File: config.mk
export PLATFORM = sky130hd
export DESIGN_NAME = load_store_sequencer_flat
export DESIGN_NICKNAME = d
export VERILOG_FILES = /design/src/rtl/load_store_sequencer_if.sv /design/src/rtl/load_store_sequencer.sv /design/src/flat_wrapper.sv
export SDC_FILE = /design/constraint.sdc
export NUM_CORES = 1
export LEC_CHECK = 0
export BUFFER_PORTS_ARGS = -buffer_cell sky130_fd_sc_hd__clkbuf_2
export CAP_MARGIN = 20
export CORE_UTILIZATION = 43
export DETAILED_ROUTE_END_ITERATION = 6
export PLACE_DENSITY = 0.76
export SLEW_MARGIN = 20
export SYNTH_ARGS = -nofsm -noshare
export SYNTH_HDL_FRONTEND = slang
export SYNTH_SLANG_ARGS = --single-unit
export TNS_END_PERCENT = 30
File: constraint.sdc
create_clock -name I_LSU_clk -period 1.69 [get_ports I_LSU_clk]
set_input_delay 0.169 -clock I_LSU_clk [delete_from_list [all_inputs] [get_ports I_LSU_clk]]
set_output_delay 0.169 -clock I_LSU_clk [all_outputs]
set_load 0.05 [all_outputs]
File: src/rtl/load_store_sequencer_if.sv
// load_store_sequencer_if: pipeline-side and memory-side signal bundle of the load/store sequencer
interface load_store_sequencer_if;
  logic        I_LSU_valid;
  logic        I_LSU_we;
  logic [1:0]  I_LSU_size;
  logic        I_LSU_sign;
  logic [31:0] I_LSU_addr;
  logic [31:0] I_LSU_wdata;
  logic        O_LSU_stall;
  logic        O_LSU_done;
  logic [31:0] O_LSU_rdata;
  logic        O_LSU_misalign;
  logic        O_LSU_timeout;
  logic        O_MEM_req;
  logic        O_MEM_we;
  logic [31:0] O_MEM_addr;
  logic [3:0]  O_MEM_be;
  logic [31:0] O_MEM_wdata;
  logic        I_MEM_ack;
  logic [31:0] I_MEM_rdata;
  modport slave (
    input  I_LSU_valid, I_LSU_we, I_LSU_size, I_LSU_sign, I_LSU_addr, I_LSU_wdata, I_MEM_ack, I_MEM_rdata,
    output O_LSU_stall, O_LSU_done, O_LSU_rdata, O_LSU_misalign, O_LSU_timeout,
    output O_MEM_req, O_MEM_we, O_MEM_addr, O_MEM_be, O_MEM_wdata
  );
  modport master (
    output I_LSU_valid, I_LSU_we, I_LSU_size, I_LSU_sign, I_LSU_addr, I_LSU_wdata, I_MEM_ack, I_MEM_rdata,
    input  O_LSU_stall, O_LSU_done, O_LSU_rdata, O_LSU_misalign, O_LSU_timeout,
    input  O_MEM_req, O_MEM_we, O_MEM_addr, O_MEM_be, O_MEM_wdata
  );
endinterface

File: src/rtl/load_store_sequencer.sv
// load_store_sequencer: sequences MEM-stage loads/stores over a variable-latency req/ack memory port
module load_store_sequencer #(
  parameter int TIMEOUT = 64,
  parameter int CNT_W = 7
) (
  input logic I_LSU_clk,
  input logic I_LSU_rst,
  load_store_sequencer_if.slave bus
);
  typedef enum logic [1:0] {IDLE, ACCESS, RESP} state_t;
  state_t state_q, state_d;
  logic [CNT_W-1:0] cnt_q, cnt_d;
  logic [1:0] size_q, size_d, off_q, off_d;
  logic sign_q, sign_d;
  logic mem_req_q, mem_req_d, mem_we_q, mem_we_d;
  logic [31:0] mem_addr_q, mem_addr_d, mem_wdata_q, mem_wdata_d;
  logic [3:0] mem_be_q, mem_be_d;
  logic done_q, done_d, misalign_q, misalign_d, timeout_q, timeout_d;
  logic [31:0] rdata_q, rdata_d;
  logic illegal, stall;
  logic [3:0] be_new;
  logic [31:0] wdata_new, shifted, load_ext;
  // request decode (legality, byte enables, lane replication) and load-lane extraction
  always_comb begin
    illegal = (bus.I_LSU_size == 2'b11) || (bus.I_LSU_size == 2'b01 && bus.I_LSU_addr[0]) ||
              (bus.I_LSU_size == 2'b00 && bus.I_LSU_addr[1:0] != 2'b00);
    be_new = bus.I_LSU_size == 2'b00 ? 4'b1111 :
             bus.I_LSU_size == 2'b01 ? (bus.I_LSU_addr[1] ? 4'b1100 : 4'b0011) :
             4'b0001 << bus.I_LSU_addr[1:0];
    wdata_new = !bus.I_LSU_we ? 32'd0 :
                bus.I_LSU_size == 2'b00 ? bus.I_LSU_wdata :
                bus.I_LSU_size == 2'b01 ? {2{bus.I_LSU_wdata[15:0]}} : {4{bus.I_LSU_wdata[7:0]}};
    shifted = bus.I_MEM_rdata >> {off_q, 3'b000};
    load_ext = size_q == 2'b00 ? shifted :
               size_q == 2'b01 ? {{16{sign_q & shifted[15]}}, shifted[15:0]} :
               {{24{sign_q & shifted[7]}}, shifted[7:0]};
  end
  // next state; memory outputs are loaded on accept, held through ACCESS and cleared on leaving it
  always_comb begin
    state_d = state_q;
    cnt_d = '0;
    size_d = size_q;
    off_d = off_q;
    sign_d = sign_q;
    mem_req_d = mem_req_q;
    mem_we_d = mem_we_q;
    mem_addr_d = mem_addr_q;
    mem_be_d = mem_be_q;
    mem_wdata_d = mem_wdata_q;
    done_d = 1'b0;
    misalign_d = 1'b0;
    timeout_d = 1'b0;
    rdata_d = 32'd0;
    stall = 1'b0;
    case (state_q)
      IDLE: begin
        stall = bus.I_LSU_valid;
        if (bus.I_LSU_valid && illegal) begin
          state_d = RESP;
          done_d = 1'b1;
          misalign_d = 1'b1;
        end else if (bus.I_LSU_valid) begin
          state_d = ACCESS;
          size_d = bus.I_LSU_size;
          off_d = bus.I_LSU_addr[1:0];
          sign_d = bus.I_LSU_sign;
          mem_req_d = 1'b1;
          mem_we_d = bus.I_LSU_we;
          mem_addr_d = {bus.I_LSU_addr[31:2], 2'b00};
          mem_be_d = be_new;
          mem_wdata_d = wdata_new;
        end
      end
      ACCESS: begin
        stall = 1'b1;
        cnt_d = cnt_q + 1'b1;
        if (bus.I_MEM_ack || cnt_q == CNT_W'(TIMEOUT - 1)) begin
          state_d = RESP;
          done_d = 1'b1;
          timeout_d = !bus.I_MEM_ack;
          rdata_d = (bus.I_MEM_ack && !mem_we_q) ? load_ext : 32'd0;
          mem_req_d = 1'b0;
          mem_we_d = 1'b0;
          mem_addr_d = 32'd0;
          mem_be_d = 4'd0;
          mem_wdata_d = 32'd0;
        end
      end
      RESP: state_d = IDLE;
      default: state_d = IDLE;
    endcase
  end
  // state and registered outputs with synchronous reset
  always_ff @(posedge I_LSU_clk) begin
    if (I_LSU_rst) begin
      state_q <= IDLE;
      cnt_q <= '0;
      size_q <= 2'd0;
      off_q <= 2'd0;
      sign_q <= 1'b0;
      mem_req_q <= 1'b0;
      mem_we_q <= 1'b0;
      mem_addr_q <= 32'd0;
      mem_be_q <= 4'd0;
      mem_wdata_q <= 32'd0;
      done_q <= 1'b0;
      misalign_q <= 1'b0;
      timeout_q <= 1'b0;
      rdata_q <= 32'd0;
    end else begin
      state_q <= state_d;
      cnt_q <= cnt_d;
      size_q <= size_d;
      off_q <= off_d;
      sign_q <= sign_d;
      mem_req_q <= mem_req_d;
      mem_we_q <= mem_we_d;
      mem_addr_q <= mem_addr_d;
      mem_be_q <= mem_be_d;
      mem_wdata_q <= mem_wdata_d;
      done_q <= done_d;
      misalign_q <= misalign_d;
      timeout_q <= timeout_d;
      rdata_q <= rdata_d;
    end
  end
  assign bus.O_LSU_stall = stall;
  assign bus.O_LSU_done = done_q;
  assign bus.O_LSU_rdata = rdata_q;
  assign bus.O_LSU_misalign = misalign_q;
  assign bus.O_LSU_timeout = timeout_q;
  assign bus.O_MEM_req = mem_req_q;
  assign bus.O_MEM_we = mem_we_q;
  assign bus.O_MEM_addr = mem_addr_q;
  assign bus.O_MEM_be = mem_be_q;
  assign bus.O_MEM_wdata = mem_wdata_q;
endmodule

File: src/flat_wrapper.sv
// flat-port wrapper written by rule: the top's interface ports become plain ports
module load_store_sequencer_flat 
#(
  parameter int TIMEOUT = 64,
  parameter int CNT_W = 7
)
  (I_LSU_clk, I_LSU_rst, bus_I_LSU_valid, bus_I_LSU_we, bus_I_LSU_size, bus_I_LSU_sign, bus_I_LSU_addr, bus_I_LSU_wdata, bus_I_MEM_ack, bus_I_MEM_rdata, bus_O_LSU_stall, bus_O_LSU_done, bus_O_LSU_rdata, bus_O_LSU_misalign, bus_O_LSU_timeout, bus_O_MEM_req, bus_O_MEM_we, bus_O_MEM_addr, bus_O_MEM_be, bus_O_MEM_wdata);
  load_store_sequencer_if bus_i ();
  input logic I_LSU_clk;
  input logic I_LSU_rst;
  input wire logic [$bits(bus_i.I_LSU_valid)-1:0] bus_I_LSU_valid;
  input wire logic [$bits(bus_i.I_LSU_we)-1:0] bus_I_LSU_we;
  input wire logic [$bits(bus_i.I_LSU_size)-1:0] bus_I_LSU_size;
  input wire logic [$bits(bus_i.I_LSU_sign)-1:0] bus_I_LSU_sign;
  input wire logic [$bits(bus_i.I_LSU_addr)-1:0] bus_I_LSU_addr;
  input wire logic [$bits(bus_i.I_LSU_wdata)-1:0] bus_I_LSU_wdata;
  input wire logic [$bits(bus_i.I_MEM_ack)-1:0] bus_I_MEM_ack;
  input wire logic [$bits(bus_i.I_MEM_rdata)-1:0] bus_I_MEM_rdata;
  output wire logic [$bits(bus_i.O_LSU_stall)-1:0] bus_O_LSU_stall;
  output wire logic [$bits(bus_i.O_LSU_done)-1:0] bus_O_LSU_done;
  output wire logic [$bits(bus_i.O_LSU_rdata)-1:0] bus_O_LSU_rdata;
  output wire logic [$bits(bus_i.O_LSU_misalign)-1:0] bus_O_LSU_misalign;
  output wire logic [$bits(bus_i.O_LSU_timeout)-1:0] bus_O_LSU_timeout;
  output wire logic [$bits(bus_i.O_MEM_req)-1:0] bus_O_MEM_req;
  output wire logic [$bits(bus_i.O_MEM_we)-1:0] bus_O_MEM_we;
  output wire logic [$bits(bus_i.O_MEM_addr)-1:0] bus_O_MEM_addr;
  output wire logic [$bits(bus_i.O_MEM_be)-1:0] bus_O_MEM_be;
  output wire logic [$bits(bus_i.O_MEM_wdata)-1:0] bus_O_MEM_wdata;
  assign bus_i.I_LSU_valid = bus_I_LSU_valid;
  assign bus_i.I_LSU_we = bus_I_LSU_we;
  assign bus_i.I_LSU_size = bus_I_LSU_size;
  assign bus_i.I_LSU_sign = bus_I_LSU_sign;
  assign bus_i.I_LSU_addr = bus_I_LSU_addr;
  assign bus_i.I_LSU_wdata = bus_I_LSU_wdata;
  assign bus_i.I_MEM_ack = bus_I_MEM_ack;
  assign bus_i.I_MEM_rdata = bus_I_MEM_rdata;
  assign bus_O_LSU_stall = bus_i.O_LSU_stall;
  assign bus_O_LSU_done = bus_i.O_LSU_done;
  assign bus_O_LSU_rdata = bus_i.O_LSU_rdata;
  assign bus_O_LSU_misalign = bus_i.O_LSU_misalign;
  assign bus_O_LSU_timeout = bus_i.O_LSU_timeout;
  assign bus_O_MEM_req = bus_i.O_MEM_req;
  assign bus_O_MEM_we = bus_i.O_MEM_we;
  assign bus_O_MEM_addr = bus_i.O_MEM_addr;
  assign bus_O_MEM_be = bus_i.O_MEM_be;
  assign bus_O_MEM_wdata = bus_i.O_MEM_wdata;
  load_store_sequencer #(.TIMEOUT(TIMEOUT), .CNT_W(CNT_W)) u_core (.I_LSU_clk(I_LSU_clk), .I_LSU_rst(I_LSU_rst), .bus(bus_i));
endmodule
Yosys cells after proc, flatten, opt, wreduce, memory -nomap -nowiden
Index checks and enable logic that the tools add are counted.
Widths: inputs -> output; s select.
{ "totals": {"reg_bits": 119, "in_bits": 104, "out_inout_bits": 106, "elab_cells": 88} }
{ "op_classes": {"add_sub_neg": 1, "n_eq_ne": 9, "shifts": 2, "mux": 34, "bitwise_logic": 7, "n_reduce_logical": 21} }
{ "op_table": {"columns": ["op", "n"], "rows": [
  ["$mux 32", 10],
  ["$pmux 32 s2", 2],
  ["$shr 32x5->32", 1],
  ["$mux 4", 6],
  ["$pmux 1 s2", 4],
  ["$pmux 4 s2", 1],
  ["$add 7x1->7 const B", 1],
  ["$eq 7x6->1 const B", 1],
  ["$mux 1", 7],
  ["$eq 2x1->1 const B", 3],
  ["$logic_not 2->1", 3],
  ["$mux 2", 3],
  ["$not 1->1", 5],
  ["$logic_and 1x1->1", 4],
  ["$ne 2x2->1 const B", 2],
  ["$pmux 2 s2", 1],
  ["$reduce_and 4->1", 1],
  ["$reduce_bool 2->1", 2],
  ["$reduce_or 2->1", 2],
  ["$reduce_or 4->1", 1],
  ["$shl 1x2->4 const A", 1],
  ["$logic_or 1x1->1", 3],
  ["$ne 3x2->1 const B", 1],
  ["$reduce_and 3->1", 1],
  ["6 further kinds", 8]
]} }

Longest topological paths before layout
{ "logic_depth": {"depth_word": 7, "depth_mapped": 7, "mapped_depth_nobuf": 5} }

Least setup slack after synthesis
OpenSTA, ideal clock, no wires.
{ "synth_path": {"path_kind": "register to register", "from": "reg u_core.state_q[0]", "to": "reg u_core.mem_wdata_q[20], in the netlist u_core.bus.O_MEM_wdata[20]", "setup_ns": 0.121, "t_arrival_ns": 1.981, "required_time_ns": 1.569, "setup_slack_ns": -0.412, "stages_incl_launch_ff": 7, "path_buffers": 2, "period_less_slack_ns": 2.102, "cell_sequence": "dfxtp_1 nor2_1 nor2_1 and3_1 buf_6 buf_12 mux2_4"} }
{ "synth_between": {"elab_chain_len": 3, "word_cells_on_any_way": 8, "classes_between": "eq/ne: 4; mux: 1; reduce/logical: 3"} }
{ "synth_lines": {"columns": ["item", "line_no", "source"], "rows": [
  ["from (decl)", "load_store_sequencer.sv:11", "state_t state_q, state_d;"],
  ["from (signal assigned)", "load_store_sequencer.sv:111", "state_q <= state_d;"],
  ["$eq 2x1->1 or $logic_not 2->1 (tied branches)", "load_store_sequencer.sv:55", "case (state_q)"],
  ["$ne 2x1->1 (no line), or another cell as far along", null, null],
  ["$reduce_and 4->1 (no line)", null, null],
  ["to (signal assigned)", "load_store_sequencer.sv:120", "mem_wdata_q <= mem_wdata_d;"],
  ["to (decl)", "load_store_sequencer.sv:16", "logic [31:0] mem_addr_q, mem_addr_d, mem_wdata_q, mem_wdata_d;"]
]} }
Parallel ways exist; a longest one is shown, timed or not.
A chain may end at the register's enable or synchronous reset.

Worst setup path after layout
{ "layout_path": {"from": "reg u_core.cnt_q[1]", "to": "reg u_core.mem_wdata_q[18], in the netlist u_core.bus.O_MEM_wdata[18]"} }
{ "layout_between": {"elab_chain_len": 4} }
{ "layout_lines": {"columns": ["item", "line_no", "source"], "rows": [
  ["from (decl)", "load_store_sequencer.sv:12", "logic [CNT_W-1:0] cnt_q, cnt_d;"],
  ["from (signal assigned)", "load_store_sequencer.sv:112", "cnt_q <= cnt_d;"],
  ["$eq 7x6->1", "load_store_sequencer.sv:77", "if (bus.I_MEM_ack || cnt_q == CNT_W'(TIMEOUT - 1)) begin"],
  ["$logic_or 1x1->1", "load_store_sequencer.sv:77", null],
  ["$ne 2x1->1 (no line)", null, null],
  ["$reduce_and 4->1 (no line)", null, null]
]} }
No other way between the ends.

==> impl_results.md <==
* Half-perimeter wire length of the detailed placement result at 9821 µm
* DIE AREA at approximately 0.012 mm²
* Cell types occupying the most area after synthesis: dfxtp_1, mux2i_1, a22o_1
* Leading register cell type out of synthesis: dfxtp_1
* DRC marker count from the first detailed-route iteration at about 230
* Number of max-capacitance violations reported at 0
* Global placement routability congestion at roughly 0.83
* Layout Nets at around 850
* Via count of the first global-routing pass at approximately 4400
* Count of placed standard cells in the final layout, fillers left out at between 800 and 900
* Arrival time at the worst endpoint at 1.97 ns
* Number of flops mapped to enable cells by yosys at 0
* Number of buffers created by CTS at 17
* Global routing met1 resource utilization at around 25%
* Crit-path max FO at 10
* Maximum buffer depth of the clock tree at 2
* Setup crit start kind: flop
* Post-Place Cells at 831
* Clock transition at path regs at around 0.05 ns
* Total track usage at a little under a quarter
* Via Count at about 4600
* Top cell type's share of synthesized area at 47.68%
* Worst hold slack after final layout at between 0.01 and 0.015 ns
* Core footprint at around 0.011 mm²
* Worst-Skew Late Latency at 0.41 ns
* Synthesis warning total at 0
* Cell count after synthesis at around 490
* Worst EP required at 1.98 ns
* Num Clock Sinks at approximately 120
* Pin count of the biggest net entering global routing at 38
* DRC violations left at 0
* Count of unique library cells instantiated by Yosys at 52
* Per-cell routed wire length at between 15 and 20 µm
* Capturing element type of the critical path: flop
* H-tree depth at 4
* Fill cell total of the finished layout at 850
* Ratio of total power to cell area at about 1100 mW/mm²
* Max-slew headroom at roughly 65%
* Slew at the pin with the worst max-slew slack at 0.5223 ns
* Max frequency at between 500 and 600 MHz
* Met3 Use GR at 6.754%
* Row Count at 38
* Number of iterations in the first detailed-routing pass at 4
* Worst setup slack after layout at around 0.0096 ns
* Overflow after GRT at 0
* Vias per cell at approximately 5.2
* Startpoint-to-endpoint class of the critical path: reg -> reg
* First-pass GRT wire length at about 21000 µm
* Sequential-to-total area share from yosys stat at between 40% and 50%
* Met2 layer usage reported by global route at 42.18%
* Final hold violations at 0
* Most frequent cells after synthesis: dfxtp_1, nand2_1, a22o_1, mux2i_1, o21ai_0
* Final clock skew at roughly 0.014 ns
* Min-Delay Path Class: in -> reg
* Number of top-level pins at 210
* Routed WL at ~14000 µm
* Leakage power at 3.384 nW
* PortBufs at roughly 210
* Maximum VDD drop at about 0.64 mV
* Initial antenna violation count at 0
* Number of diodes at 0
* Setup violation total in the final timing report at 0
* Synth area leader: dfxtp_1
* Max-slew violation total from the final report at 0
* TritonCTS clock tree: yes
* Unrepaired setup endpoints after global routing: yes
* Horizontal die dimension at approximately 110 µm
* Most instantiated library cell after synthesis: dfxtp_1
* Mapped Area at between 0.004 and 0.005 mm²
* Placement-stage worst setup slack at 0.004700 ns
* Fraction of registers with async set or reset after synthesis at 0%
* Share of layout cells above drive strength 1 at between 30 and 40%
* Initial core utilization at between 40 and 50%
* Clock tree root buffer cell: clkbuf_16
* Die Y at between 100 and 150 µm
* Layout overhead on the synthesized area at 46.15%
* Number of synthesized register bits at about 120
* Tmin final at between 1.5 and 2 ns
* Average cell area after synthesis at around 10 µm²
* Antenna violation net count after detailed routing at 0
* Period utilization at roughly 99%
* Most heavily used metal layer in global routing: met2
* Result of the run: finished, final reports clean
## power breakdown
group | total [mW] | internal, mW | leakage [nW] | switching, mW
Sequential | 2.91 | 2.86 | 0.950 | 0.0576
Combinational | 1.22 | 0.476 | 2.13 | 0.744
Clock | 3.73 | 2.53 | 0.304 | 1.20
Total | 7.86 | 5.86 | 3.38 | 2.00
## through the flow
stage	area (µm²)	util [%]	total power, mW	TNS (ns)
floorplan	4946	-	3.732	-0.1364
global placement	6211	56.55	4.079	0
detailed placement	6211	56.55	4.102	0
CTS	7098	64.63	7.887	0
global route	7179	65.37	8.139	-0.2427
finish	7179	65.37	7.862	0
## critical path: stages, from the launching register on
cell and delay (ns):
dfxtp_2 0.36, ha_4 0.16, nand2_4 0.06, o311ai_4 0.27
and3_4 0.23, buf_12 0.14, mux2_2 0.34
## final cells by class
cell class              instances  area, µm²  share of cell area (%)
well taps                     140      175.2                   2.440
clock inverters                10      152.6                   2.126
inverters                       4      15.01                  0.2091
flip-flops and latches        117       2349                   32.71
repair buffers                264       1615                   22.50
clock buffers                  22      464.2                   6.466
multi-input cells             336       2409                   33.55
## per-layer routing
layer / share of wire [%] / routed length [µm]
met3: 7.5 / 1054
met4: 1.7 / 237
met5: 0 / 0
met2: 51 / 7238
met1: 39 / 5537
## flip-flops by register name, indices dropped and copies added (netlist names)
register / flops
u_core.bus.O_MEM_req: 1
u_core.sign_q: 1
u_core.bus.O_MEM_wdata: 32
u_core.bus.O_LSU_done: 1
u_core.cnt_q: 7
u_core.size_q: 2
u_core.bus.O_MEM_be: 4
u_core.bus.O_LSU_misalign: 1
u_core.state_q: 2
u_core.bus.O_LSU_rdata: 32
u_core.off_q: 2
u_core.bus.O_MEM_we: 1
u_core.bus.O_LSU_timeout: 1
u_core.bus.O_MEM_addr: 30
## path summary, 6_finish.rpt
path | end | slack [ns] | start | cells past startpoint
worst max-delay path | u_core.bus.O_MEM_wdata[18]$_SDFFE_PP0P_ | 0.01 | u_core.cnt_q[1]$_SDFF_PP0_ | 6
worst min-delay path | u_core.bus.O_LSU_rdata[24]$_SDFF_PP0_ | 0.01 | bus_I_MEM_rdata[24] | 2
worst max register to register | u_core.bus.O_MEM_wdata[18]$_SDFFE_PP0P_ | 0.01 | u_core.cnt_q[1]$_SDFF_PP0_ | 6
worst min register to register | u_core.cnt_q[0]$_SDFF_PP0_ | 0.44 | u_core.cnt_q[0]$_SDFF_PP0_ | 1
## cell families (layout without fill, tap and decap cells)
group | after synthesis | count (layout) | synth area share (%)
other cells | 1 | 2 | 0.07634
xor+xnor | 5 | 5 | 0.8917
compound gates | 140 | 140 | 21.35
fa+ha+maj | 1 | 1 | 0.2547
mux | 50 | 50 | 10.95
buf+inv | 40 | 300 | 4.534
flops | 117 | 117 | 47.68
simple gates | 138 | 138 | 14.26
## repair_timing
item / in CTS / in global routing
hold endpoints to repair: 27 / 2
resized for setup: 0 / 9
buffers inserted: 0 / 0
hold buffers: 27 / 2
setup endpoints to repair: 0 / 60
## cells in the final DEF (no fill, tap or decap), types with 8 or more instances in the layout
master,Yosys,routed
buf_4,5,22
a21o_1,18,18
nand3_1,10,10
dlygate4sd3_1,0,29
nand2_1,57,56
clkbuf_2,0,207
mux2i_1,41,41
dfxtp_1,117,114
o21ai_0,25,25
a2bb2oi_1,8,8
a21oi_1,16,16
a211oi_1,14,14
nor2_1,22,20
o21a_1,8,8
clkbuf_16,0,18
nor2b_1,18,17
a22o_1,41,41
nand2b_1,10,10
Power figures use the tool's default switching activity.
